--- config.mk ---
export PLATFORM = sky130hd
export DESIGN_NAME = uart_echo_core
export DESIGN_NICKNAME = d
export VERILOG_FILES = /design/src/rtl/uart_echo_core.sv
export SDC_FILE = /design/constraint.sdc
export NUM_CORES = 1
export LEC_CHECK = 0
export ABC_AREA = 1
export BUFFER_PORTS_ARGS = -buffer_cell sky130_fd_sc_hd__buf_2
export CORE_MARGIN = 10
export CORE_UTILIZATION = 55
export CTS_CLUSTER_DIAMETER = 60
export DETAILED_ROUTE_END_ITERATION = 16
export GPL_ROUTABILITY_DRIVEN = 0
export PLACE_DENSITY = 0.74
export REMOVE_ABC_BUFFERS = 1
export SKIP_CTS_REPAIR_TIMING = 1
export SLEW_MARGIN = 10
export SYNTH_ARGS = -nofsm -noshare
export SYNTH_HDL_FRONTEND = slang
export SYNTH_SLANG_ARGS = --single-unit
--- constraint.sdc ---
create_clock -name clk -period 3.05 [get_ports clk]
set_clock_uncertainty 0.15 [all_clocks]
set_input_delay 0.61 -clock clk [delete_from_list [all_inputs] [get_ports clk]]
set_output_delay 0.61 -clock clk [all_outputs]
set_load 0.02 [all_outputs]
--- src/rtl/uart_echo_core.sv ---
// Byte buffer between UART RX and TX: circular FIFO with optional uppercase
// transform, line-buffered release, overflow accounting and LED drive.
module uart_echo_core #(
  parameter int DATA_WIDTH = 8,
  parameter int DEPTH      = 16,
  parameter int CNT_W      = 16,
  parameter int ACT_HOLD   = 5_000_000
) (
  input  logic                  clk,
  input  logic                  rst,
  input  logic [DATA_WIDTH-1:0] rx_data,
  input  logic                  rx_we,
  output logic                  rx_full,
  input  logic [1:0]            mode,
  output logic [DATA_WIDTH-1:0] tx_din,
  output logic                  tx_empty,
  input  logic                  tx_re,
  output logic [CNT_W-1:0]      overflow_count,
  output logic                  led_activity,
  output logic                  led_error
);

  localparam int AW    = (DEPTH > 1) ? $clog2(DEPTH) : 1;
  localparam int ACT_W = (ACT_HOLD > 1) ? $clog2(ACT_HOLD) : 1;

  localparam logic [AW:0]           FULL_CNT = (AW+1)'(DEPTH);
  localparam logic [DATA_WIDTH-1:0] LC_A     = DATA_WIDTH'('h61);
  localparam logic [DATA_WIDTH-1:0] LC_Z     = DATA_WIDTH'('h7A);
  localparam logic [DATA_WIDTH-1:0] CASE_OFS = DATA_WIDTH'('h20);
  localparam logic [DATA_WIDTH-1:0] CH_LF    = DATA_WIDTH'('h0A);
  localparam logic [DATA_WIDTH-1:0] CH_CR    = DATA_WIDTH'('h0D);
  localparam logic [ACT_W-1:0]      ACT_LOAD = ACT_W'(ACT_HOLD - 1);

  logic [DATA_WIDTH-1:0] r_mem [DEPTH];
  logic [AW-1:0]         r_wr_ptr;
  logic [AW-1:0]         r_rd_ptr;
  logic [AW:0]           r_count;
  logic [AW:0]           r_rel_cnt;
  logic                  r_tx_empty;
  logic [CNT_W-1:0]      r_ovf_cnt;
  logic                  r_led_err;
  logic [ACT_W-1:0]      r_act_cnt;
  logic                  r_led_act;

  logic                  w_full;
  logic                  w_push;
  logic                  w_drop;
  logic                  w_pop;
  logic                  w_is_term;
  logic                  w_commit;
  logic [AW:0]           w_count_nxt;
  logic [AW:0]           w_rel_nxt;
  logic [DATA_WIDTH-1:0] w_wdata;

  // Handshake: a word is accepted on rx_we when not full; a word is consumed
  // on tx_re when tx_empty is low. Requests outside those conditions are no-ops
  // (a write while full is counted as an overflow).
  assign w_full = (r_count == FULL_CNT);
  assign w_push = rx_we & ~w_full;
  assign w_drop = rx_we & w_full;
  assign w_pop  = tx_re & ~r_tx_empty;

  always_comb begin
    w_wdata = rx_data;
    if ((DATA_WIDTH == 8) && (mode == 2'd1) && (rx_data >= LC_A) && (rx_data <= LC_Z))
      w_wdata = rx_data - CASE_OFS;
  end

  assign w_is_term   = (rx_data == CH_LF) || (rx_data == CH_CR);
  assign w_count_nxt = r_count + (AW+1)'(w_push) - (AW+1)'(w_pop);

  // Outside mode 2 everything stored is releasable; in mode 2 a line end or a
  // push that fills the buffer releases everything written so far.
  assign w_commit  = (mode != 2'd2) || (w_push && (w_is_term || (w_count_nxt == FULL_CNT)));
  assign w_rel_nxt = w_commit ? w_count_nxt : (r_rel_cnt - (AW+1)'(w_pop));

  always_ff @(posedge clk) begin
    if (w_push) r_mem[r_wr_ptr] <= w_wdata;
  end

  always_ff @(posedge clk) begin
    if (rst) begin
      r_wr_ptr   <= '0;
      r_rd_ptr   <= '0;
      r_count    <= '0;
      r_rel_cnt  <= '0;
      r_tx_empty <= 1'b1;
      r_ovf_cnt  <= '0;
      r_led_err  <= 1'b0;
      r_act_cnt  <= '0;
      r_led_act  <= 1'b0;
    end else begin
      if (w_push) r_wr_ptr <= r_wr_ptr + 1'b1;
      if (w_pop)  r_rd_ptr <= r_rd_ptr + 1'b1;
      r_count    <= w_count_nxt;
      r_rel_cnt  <= w_rel_nxt;
      r_tx_empty <= (w_rel_nxt == '0);
      if (w_drop && (r_ovf_cnt != '1)) r_ovf_cnt <= r_ovf_cnt + 1'b1;
      if (w_drop) r_led_err <= 1'b1;
      if (w_pop) begin
        r_act_cnt <= ACT_LOAD;
        r_led_act <= 1'b1;
      end else if (r_act_cnt != '0) begin
        r_act_cnt <= r_act_cnt - 1'b1;
      end else begin
        r_led_act <= 1'b0;
      end
    end
  end

  assign rx_full        = w_full;
  assign tx_din         = r_mem[r_rd_ptr];
  assign tx_empty       = r_tx_empty;
  assign overflow_count = r_ovf_cnt;
  assign led_activity   = r_led_act;
  assign led_error      = r_led_err;

endmodule

Yosys cells after proc, flatten, opt, wreduce, memory -nomap -nowiden
Memories as Yosys holds them, arrays and structs flattened. A register that Yosys moved wholly into a read port is not among the register bits. Cells that the tools add are included.

Register bits: 60. Memory bits (writable): 128. Bits of input ports: 14. Output and inout port bits: 28. Word-level logic and storage cells: 55. Memories kept: 1.

Memories: r_mem (words 16, width 8, rd ports 1, clocked after memory_dff 1, wr ports 1, RTL line 34) `logic [DATA_WIDTH-1:0] r_mem [DEPTH];`.

$add $sub $neg: 8. $lt $le $gt $ge: 2. Equality and inequality tests: 8. Multiplexer cells: 10. Bitwise gates (word level): 5. Reductions and logical operators: 11.

Operator list (count): 2-to-1 mux 23 bit (2); nonzero test 23 bit (1); subtractor 23 x 1 -> 23 bit (second input constant) (1); adder 16 x 1 -> 16 bit (second input constant) (1); == test 8 x 4 -> 1 bit (second input constant) (2); != test 16 bit (second input constant) (1); == test 5 bit (second input constant) (2); subtractor 5 x 1 -> 5 bit (2); adder 4 x 1 -> 4 bit (second input constant) (2); greater-or-equal comparator 8 x 7 -> 1 bit (second input constant) (1); less-or-equal comparator 8 x 7 -> 1 bit (second input constant) (1); 2-to-1 mux 4 bit (2); 2-to-1 mux 8 bit (1); subtractor 8 x 6 -> 8 bit (second input constant) (1); adder 5 x 1 -> 5 bit (1); logical NOT 5 bit (1); 2-to-1 mux 5 bit (1); logical AND 1 bit (4); 2-to-1 mux 1 bit (4); != test 2 bit (second input constant) (2); AND 1 bit (3); logical OR 1 bit (3); == test 2 x 1 -> 1 bit (second input constant) (1); NOT 1 bit (2); other kinds (2) (2).

Depth between registers and ports, before layout
Gate-level depths: netlist of run 1.

Depth after elaboration: 11. Depth in mapped cells: 23. Mapped depth without buffers: 23.

Least setup slack after synthesis of run 1
OpenSTA, ideal clock, no wires.

Path type: register to register. Start: reg r_count[2]. End: reg r_tx_empty, in the netlist tx_empty. Library setup time: 0.124 ns. Arrival: 3.015 ns. Data required time: 2.776 ns. Setup slack: -0.240 ns. Cell stages (with the launch flop): 23. Buffers on the path: 0. Clock period less this slack: 3.290 ns. Cells stage by stage: dfxtp_1 -> inv_1 -> ha_1 -> nand3_1 -> inv_1 -> nor2_1 -> inv_1 -> ha_1 -> inv_1 -> ha_1 -> fa_1 -> xnor2_1 -> nand3_1 -> nor2_1 -> nand2_1 -> nand2_1 -> nand2_2 -> nand2_2 -> nand2_1 -> nand2_1 -> nor2_1 -> nand3_1 -> nand2_1.

Word-level cells in the longest chain between the ends: 11.

RTL lines: start: declaration (RTL line 37) `logic [AW:0] r_count;`; start signal: assignment (RTL line 95) `r_count <= w_count_nxt;`; == test 5 bit * (RTL line 58) `assign w_full = (r_count == FULL_CNT);`; via rx_full (RTL line 13) `output logic rx_full,`; NOT 1 bit * (RTL line 59) `assign w_push = rx_we & ~w_full;`; AND 1 bit * (RTL line 59); adder 5 x 1 -> 5 bit (RTL line 70) `assign w_count_nxt = r_count + (AW+1)'(w_push) - (AW+1)'(w_pop);`; subtractor 5 x 1 -> 5 bit (RTL line 70); == test 5 bit (RTL line 74) `assign w_commit = (mode != 2'd2) || (w_push && (w_is_term || (w_count_nxt == FULL_CNT)));`; logical OR 1 bit (RTL line 74); logical AND 1 bit (RTL line 74); logical OR 1 bit (RTL line 74); 2-to-1 mux 5 bit * (RTL line 75) `assign w_rel_nxt = w_commit ? w_count_nxt : (r_rel_cnt - (AW+1)'(w_pop));`; logical NOT 5 bit * (RTL line 97) `r_tx_empty <= (w_rel_nxt == '0);`; end signal: assignment (RTL line 97); end: declaration (RTL line 39) `logic r_tx_empty;`.

Mark *: on every way through the listed nets, which the timed path passes. The rest lies on a longest branch. A chain may end at the register's enable or synchronous reset.

Worst setup path after layout of run 1
Start: reg r_count[3]. End: reg r_tx_empty, in the netlist tx_empty.

Word-level cells in the longest chain between the ends: 11.

RTL lines (RTL line): == test 5 bit (58); NOT 1 bit (59); AND 1 bit (59); adder 5 x 1 -> 5 bit (70); subtractor 5 x 1 -> 5 bit (70); == test 5 bit (74); logical OR 1 bit (74); logical AND 1 bit (74); logical OR 1 bit (74); 2-to-1 mux 5 bit * (75); logical NOT 5 bit * (97).

Every way passes the cells marked *; elsewhere a longest branch is shown, timed or not.

==> reports/metrics.csv, run 1 <==
metric,value,unit
worst_r2r_path_depth,22,
overflow,0,
peakVddDrop,0.000598,V
critPathBufInv,4,
max_freq,338,MHz
hpwl,12.5,mm
status,completed,
grt_pass1_vias,5952,
ys_ff_latch,192,
r2r_slack,90,ps
hold_ws,297,ps
drc,0,
crit_arrival,3130,ps
slew_headroom,12.0,%
core_area,15300,sq um
n_antenna_cell,0,
finalInstanceArea,9940,sq um
cts_tree,yes,
crit_path_start_kind,flop,
drv_cap,0,
crit_slowest_cell,fa_2,
end_kind,flop,
synth.cell_area,8570,sq um
vias,6151,
fin_nets,955,
clkSinkCount,192,
final.setup.tns,0,ps
busiest_layer,met2,
die-height,145,microns
vias_per_cell,5.37,
min_from,rx_data[1],
final-setup-viol-count,0,
ys.flop_type,edfxtp_1,
final_common_cell,edfxtp_1,
cts_buffer_depth,2,
syn_to_final_growth,16.1,%
whs_path_depth,1,
clk_latency,430,ps
use_met1,22.0,%
synth_top_area_cell,edfxtp_1,
io_buffers,41,
period_needed,2960,ps
synth_top_cell_area_share,44.9,%
reg2reg_to,tx_empty,
worstSetupPathType,reg -> reg,
die-area,21000,sq um
wire_per_inst,16.6,microns
synthesis.instances,845,
die_w,145,microns
wirelength,19.0,mm
drive_gt1_share,17.1,%
synth.area.top_cells,"edfxtp_1 45%, dfxtp_1 15%, inv_1 4.6%",
placed_area,9270,sq um
cts_buffers,17,
async_flop_share,0,%
ys_types,37,
yosys_warnings,0,
slew_viol_final,0,
io_pins,42,
num_rows,45,
start_util,56.1,%
hold_end,r_mem[2][1],
crit_path_max_fanout,6,
rr_startpoint,r_count[3],
hold_viol_final,0,
firstDrtPassIters,5,
gr-usage-met2,32.7,%
synth_edf_count,128,
met3_usage,4.07,%
yosysSeqAreaShare,59.8,%
finalCritPeriodShare,97.0,%
grt_pass1_wl,29.7,mm
cpLargestDelayFamily,simple AND/OR/NAND/NOR gates,
rsz0062_at_grt,yes,
clock_tree.root_cell,clkbuf_16,
leakage,3.86,nW
grt_max_degree,45,
gr-usage-all-layers,18.4,%
utilization,65.1,%
final_cell_mix,"128 x edfxtp_1, 99 x inv_1, 92 x nand2_1",
max_stage_delay,390,ps
crit_required,3220,ps
drtIter0Drc,430,
grt_antenna_before_repair,0,
clk_pin_slew_worst_paths,60,ps
crit_path_cell_trace,inv_2 -> ha_4 -> nand3_2 -> inv_2 -> nor2_4 -> inv_2 -> ha_4 -> inv_2 -> ha_4 -> fa_2 -> xnor2_2 -> nand3_1 -> nor2_1 -> nand2_1 -> nand2_1 -> nand2_2 -> nand2_4 -> nand2_2 -> nand2_1 -> nor2_1 -> nand3_1 -> nand2_1,
max_slew.worst_pin.slew,1310,ps
p_per_area,795,nW/um^2
min_path_type,in -> reg,
syn_area_per_cell,10.1,sq um
cts_max_level,4,
antenna_left,0,
## kinds of logic (layout without fill, tap and decap cells)
group                      count (synthesis)  in the layout  synth area share (%)
AOI/OAI and AO/OA                        175            175                  11.4
and+or+nand+nor                          275            275                  14.7
muxes                                     32             32                  3.74
adders and majority gates                 17             17                  2.57
xor gates and xnor gates                  14             14                  1.43
DFF                                      192            192                  59.8
buffers and inverters                    140            230                  6.34
## synth_stat cells (all sizes together) (2+ instances only)
| library cell | instances |
|---|---|
| a21oi | 70 |
| a31oi | 8 |
| and3 | 4 |
| buf | 9 |
| clkbuf | 21 |
| dfxtp | 64 |
| edfxtp | 128 |
| ha | 16 |
| inv | 110 |
| mux2i | 32 |
| nand2 | 106 |
| nand3 | 40 |
| nand3b | 3 |
| nand4 | 8 |
| nor2 | 92 |
| nor3 | 16 |
| nor4 | 5 |
| o211ai | 33 |
| o21a | 2 |
| o21ai | 60 |
| xnor2 | 6 |
| xor2 | 8 |
## how the worst max path moves through the flow
stage                from  depth (start not counted)   endpoint  slack [ps]
5_1_grt        r_count[2]                         22   tx_empty         -80
3_3_place_gp        rx_we                         20   tx_empty        -100
4_1_cts        r_count[2]                         22   tx_empty        -170
2_1_floorplan        flop                          4  tx_din[7]        -610
6_report       r_count[3]                         22   tx_empty          90
3_5_place_dp        rx_we                         20   tx_empty        -160
## report_power, final
part	switching (W)	internal, W
clock	0.000919	0.00111
sequential	0.000173	0.00301
combinational	0.00158	0.00111
total	0.00268	0.00523
## area by class of cell
| type | instances | area, sq um |
|---|---|---|
| inverters | 110 | 413 |
| clock inverters | 10 | 90.1 |
| fillers | 1202 | 5320 |
| flip-flops and latches | 192 | 5130 |
| well taps | 211 | 264 |
| multi-input cells | 513 | 2990 |
| clock buffers | 20 | 437 |
| repair buffers | 90 | 618 |
## registers in the layout, summed over array words and instances (netlist names), named ones only
name and count:
r_count 5, r_mem 128, r_act_cnt 23, r_rel_cnt 5
r_wr_ptr 4, r_rd_ptr 4, led_activity 1, led_error 1
tx_empty 1, overflow_count 16
## layer usage
metal  wire length, microns  part of all wire (%)
met5                      0                     0
met2                   9690                    51
met1                   8300                    44
met4                    257                   1.3
met3                    799                   4.2
## stage by stage
stage          worst slack (ps)  std cells  total power, W
2_1_floorplan              -609        815         0.00486
3_3_place_gp              -98.0       1112         0.00563
3_5_place_dp               -165       1112         0.00569
4_1_cts                    -175       1142         0.00772
5_1_grt                   -78.5       1146         0.00838
6_report                   91.2       1146         0.00791
Note: power is estimated with default switching activity, not from simulation.
==> run 2, diff against run 1 <==
--- a/config.mk
+++ b/config.mk
@@ -12,10 +12,10 @@
 export CTS_CLUSTER_DIAMETER = 60
 export DETAILED_ROUTE_END_ITERATION = 16
 export GPL_ROUTABILITY_DRIVEN = 0
-export PLACE_DENSITY = 0.74
+export PLACE_DENSITY = 0.84
 export REMOVE_ABC_BUFFERS = 1
 export SKIP_CTS_REPAIR_TIMING = 1
-export SLEW_MARGIN = 10
+export SLEW_MARGIN = 20
 export SYNTH_ARGS = -nofsm -noshare
 export SYNTH_HDL_FRONTEND = slang
 export SYNTH_SLANG_ARGS = --single-unit
==> run 2 against run 1 <==
Net effect: global-route usage down 0.21 points; highest routed layer unchanged; sequential power about the same; maximum frequency down 0.59%; critical path type unchanged; first-iteration DRC count up 43%; non-clock buffer count down 5; critical path depth up 1; sequential share of layout area about the same.
==> reports/metrics.csv, run 2 (same netlist as run 1, synthesis figures left out) <==
metric,value,unit
clk_pin_slew_worst_paths,60,ps
period_needed,2980,ps
worstSetupPathType,reg -> reg,
clk_latency,430,ps
n_antenna_cell,0,
netSwitchingFraction,34.1,%
max_slew.worst_pin.slew,703,ps
drive_gt1_share,17.8,%
cts_tree,yes,
rsz0062_at_grt,yes,
grt_max_degree,34,
crit_arrival,3200,ps
placed_area,9210,sq um
leakage,3.86,nW
crit_slowest_cell,fa_2,
clkPwrFrac,27.0,%
n_fill_cell,1128,
crit_required,3270,ps
largest_reg_flops,128,
max_stage_delay,420,ps
slew_viol_final,0,
end_kind,flop,
cts_buffers,17,
io_pins,42,
p_int,0.00528,W
drc,0,
vias_per_cell,5.52,
grt_pass1_wl,29.5,mm
vias,6311,
final-setup-viol-count,0,
wirelength,18.6,mm
finalCritPeriodShare,97.6,%
fin_nets,950,
crit_path_cell_trace,inv_1 -> ha_2 -> nand3_2 -> inv_2 -> nor2_4 -> inv_2 -> ha_4 -> inv_2 -> ha_4 -> fa_2 -> nand3_2 -> nand2_1 -> nand2_2 -> nand2_2 -> nand2_1 -> nand2_1 -> nand2_2 -> nand2_4 -> nand2_2 -> nand2_2 -> nor2_2 -> nand3_1 -> nand2_1,
grt_antenna_before_repair,0,
max_freq,336,MHz
critPathMostFrequentCell,nand2_2,
num_rows,45,
hpwl,12.2,mm
final_common_cell,edfxtp_1,
crit_path_start_kind,flop,
clock_tree.root_cell,clkbuf_16,
whs_path_depth,1,
worst_r2r_path_depth,23,
min_path_type,reg -> reg,
die_w,145,microns
place_inst,1106,
io_buffers,41,
p_switching,0.00274,W
final.setup.tns,0,ps
start_util,56.1,%
hold_ws,319,ps
core_area,15300,sq um
antenna_left,0,
final_cell_mix,"128 x edfxtp_1, 100 x inv_1, 88 x nand2_1",
die-area,21000,sq um
finalInstanceArea,9940,sq um
syn_to_final_growth,16.0,%
status,completed,
peakVddDrop,0.000621,V
die-height,145,microns
final_cells,1143,
drtIter0Drc,615,
crit_path_max_fanout,6,
cts_buffer_depth,2,
overflow,0,
hold_viol_final,0,
wire_per_inst,16.3,microns
p_comb_share,33.5,%
grt_pass1_vias,6031,
regMostFlops,r_mem,
cts_max_level,4,
gr-usage-all-layers,18.2,%
drv_cap,0,
utilization,65.1,%
clkSinkCount,192,
firstDrtPassIters,7,
slew_headroom,53.0,%
pwr-share-seq,39.5,%
p_per_area,807,nW/um^2
-- run 2: power by group through the flow --
stage / Clock (W) / Combinational (W) / Sequential, W
final: 0.00216 / 0.00269 / 0.00317
after detailed placement: 0 / 0.00242 / 0.00322
after global routing: 0.00229 / 0.00299 / 0.00319
after floorplan: 0 / 0.00159 / 0.00326
after CTS: 0.00219 / 0.00244 / 0.00317
after global placement: 0 / 0.00235 / 0.00321
-- run 2: stage by stage --
step                      worst slack (ps)  total power [W]
after floorplan                       -609          0.00486
after global placement               -47.8          0.00556
after detailed placement             -85.4          0.00563
after CTS                            -76.3          0.00779
after global routing                  -125          0.00848
final                                 73.6          0.00802
-- run 2: final timing paths --
path,slack (ps),endpoint,startpoint
setup reg to reg,70,tx_empty,r_count[2]
setup / recovery,70,tx_empty,r_count[2]
hold / removal,320,led_error,led_error
hold reg to reg,320,led_error,led_error
-- run 2: critical path: cells and delay by family, from the launching register on --
kind | cells | cell delay [ps]
adder cells (fa/ha/maj) | 4 | 1000
buffers and inverters | 4 | 190
flip-flops | 1 | 330
AND/OR/NAND/NOR | 15 | 1240
-- run 2: layout make-up --
| cell class | instances | area [sq um] | area share (%) |
|---|---|---|---|
| clock buffers | 21 | 479 | 4.82 |
| clock inverters | 11 | 103 | 1.03 |
| inverters | 110 | 413 | 4.16 |
| multi-input cells | 513 | 3000 | 30.2 |
| flip-flops and latches | 192 | 5130 | 51.6 |
| well taps | 211 | 264 | 2.66 |
| repair buffers | 85 | 548 | 5.51 |
-- run 2: per-layer routing --
layer	up-vias	part of all wire, %	wire [microns]	track usage [%]
li1	3058	-	-	-
met4	0	2.4	451	7.18
met3	42	7.2	1340	4.66
met5	-	0	0	0
met2	237	48	9030	29.8
met1	2974	42	7810	22.6
==> run 3, diff against run 2 <==
--- a/config.mk
+++ b/config.mk
@@ -12,7 +12,7 @@
 export CTS_CLUSTER_DIAMETER = 60
 export DETAILED_ROUTE_END_ITERATION = 16
 export GPL_ROUTABILITY_DRIVEN = 0
-export PLACE_DENSITY = 0.84
+export PLACE_DENSITY_LB_ADDON = 0.25
 export REMOVE_ABC_BUFFERS = 1
 export SKIP_CTS_REPAIR_TIMING = 1
 export SLEW_MARGIN = 20
==> run 3 against run 2 <==
Net effect: via count shrank 2.7%; total power is 0.25% lower; sequential share of layout area fell by 0.065 points; hold slack is essentially flat; clock power increased by 3%; maximum frequency increased by 0.20%; first-iteration DRC count decreased by 34%; final area increased by 0.13%; flip-flop and latch count unchanged; critical endpoint unchanged; highest routed layer unchanged.
==> reports/metrics.csv, run 3 (same netlist as run 1, synthesis figures left out) <==
metric,value,unit
final-setup-viol-count,0,
drive_gt1_share,17.0,%
crit_arrival,3140,ps
period_needed,2970,ps
r2r_slack,80,ps
min_from,led_error,
place_inst,1105,
hold_viol_final,0,
die_w,145,microns
final.setup.tns,0,ps
min_path_type,reg -> reg,
crit_required,3220,ps
drv_cap,0,
cts_buffers,17,
vias_per_cell,5.38,
wire_per_inst,15.8,microns
finalCritPeriodShare,97.4,%
worstSetupPathType,reg -> reg,
syn_to_final_growth,16.2,%
die-area,21000,sq um
peakVddDrop,0.000524,V
fin_nets,948,
status,completed,
drtIter0Drc,408,
grt_pass1_wl,28.6,mm
firstDrtPassIters,6,
largest_reg_flops,128,
io_buffers,41,
hpwl,11.7,mm
cts_tree,yes,
grt_max_degree,51,
start_util,56.1,%
drc,0,
clkSinkCount,192,
overflow,0,
n_antenna_cell,0,
slew_viol_final,0,
rsz0062_at_grt,yes,
clk_latency,430,ps
leakage,3.86,nW
max_slew.worst_pin.slew,708,ps
grt_antenna_before_repair,0,
regMostFlops,r_mem,
grt_pass1_vias,5791,
reg2reg_to,tx_empty,
n_fill_cell,1199,
worst_r2r_path_depth,22,
place_ws,-83.7,ps
num_rows,45,
slew_headroom,52.6,%
clk_pin_slew_worst_paths,70,ps
max_freq,337,MHz
cts_max_level,4,
setup_slack,79.4,ps
hold_end,led_error,
crit_path_max_fanout,6,
final_cell_mix,"128 x edfxtp_1, 99 x inv_1, 92 x nand2_1",
wirelength,18.1,mm
clock_tree.root_cell,clkbuf_16,
p_per_area,804,nW/um^2
io_pins,42,
crit_path_start_kind,flop,
gr-usage-all-layers,17.5,%
cts_buffer_depth,2,
whs_path_depth,1,
antenna_left,0,
rr_startpoint,r_count[2],
die-height,145,microns
vias,6143,
end_kind,flop,
final_cells,1141,
core_area,15300,sq um
final_common_cell,edfxtp_1,
## run 3: cell types whose count changed in the layout (fill, tap and decap cells not counted), sizes merged
cell      previous run  this run
inv                112       116
clkinvlp             2         1
clkinv               6         3
buf                 85        83
## run 3: how the worst max path moves through the flow
stage	cells after the start	startpoint	slack (ps)	end
final	22	r_count[2]	80	tx_empty
after floorplan	4	flop	-610	tx_din[7]
after global placement	20	rx_we	-70	tx_empty
after detailed placement	20	rx_we	-80	tx_empty
after CTS	21	r_count[2]	-140	tx_empty
after global routing	22	r_count[2]	-60	tx_empty
## run 3: through the flow
stage               total power (W)  hold slack [ps]  area (sq um)  util [%]
floorplan                   0.00486              305          8440         -
global placement            0.00557              296          9210      60.3
finish                      0.00800              319          9950      65.2
CTS                         0.00782              320          9810      64.3
global route                0.00847              352          9950      65.2
detailed placement          0.00560              302          9210      60.3
## run 3: report_power, final
part	leakage [nW]	internal, W	switching, W
logic	1.89	0.00104	0.00155
registers	1.68	0.00300	0.000175
clock network	0.296	0.00126	0.000965
total	3.86	0.00531	0.00269
## run 3: metal layers
layer | track usage [%] | routed length, microns | vias up
met3 | 3.52 | 1160 | 25
li1 | - | - | 3069
met5 | 0 | 0 | -
met2 | 28.7 | 8670 | 178
met4 | 6.54 | 307 | 0
met1 | 22.5 | 7950 | 2871
## run 3: cell type report
type	instances	area, sq um	area share (%)
clock buffers	21	493	4.95
repair buffers	83	546	5.48
well taps	211	264	2.65
multi-input cells	513	2990	30.0
inverters	110	413	4.15
clock inverters	11	114	1.14
flip-flops and latches	192	5130	51.6
## run 3: critical path: stages (launching register included)
cell and delay (ps):
dfxtp_2 340, inv_2 50, ha_4 150, nand3_2 80, inv_2 50, nor2_4 110, inv_2 50, ha_4 260
inv_2 40, ha_4 150, fa_2 390, xnor2_2 190, nand3_1 100, nor2_1 100, nand2_1 60, nand2_1 70
nand2_2 100, nand2_4 130, nand2_2 70, nand2_1 60, nor2_1 40, nand3_1 70, nand2_1 50
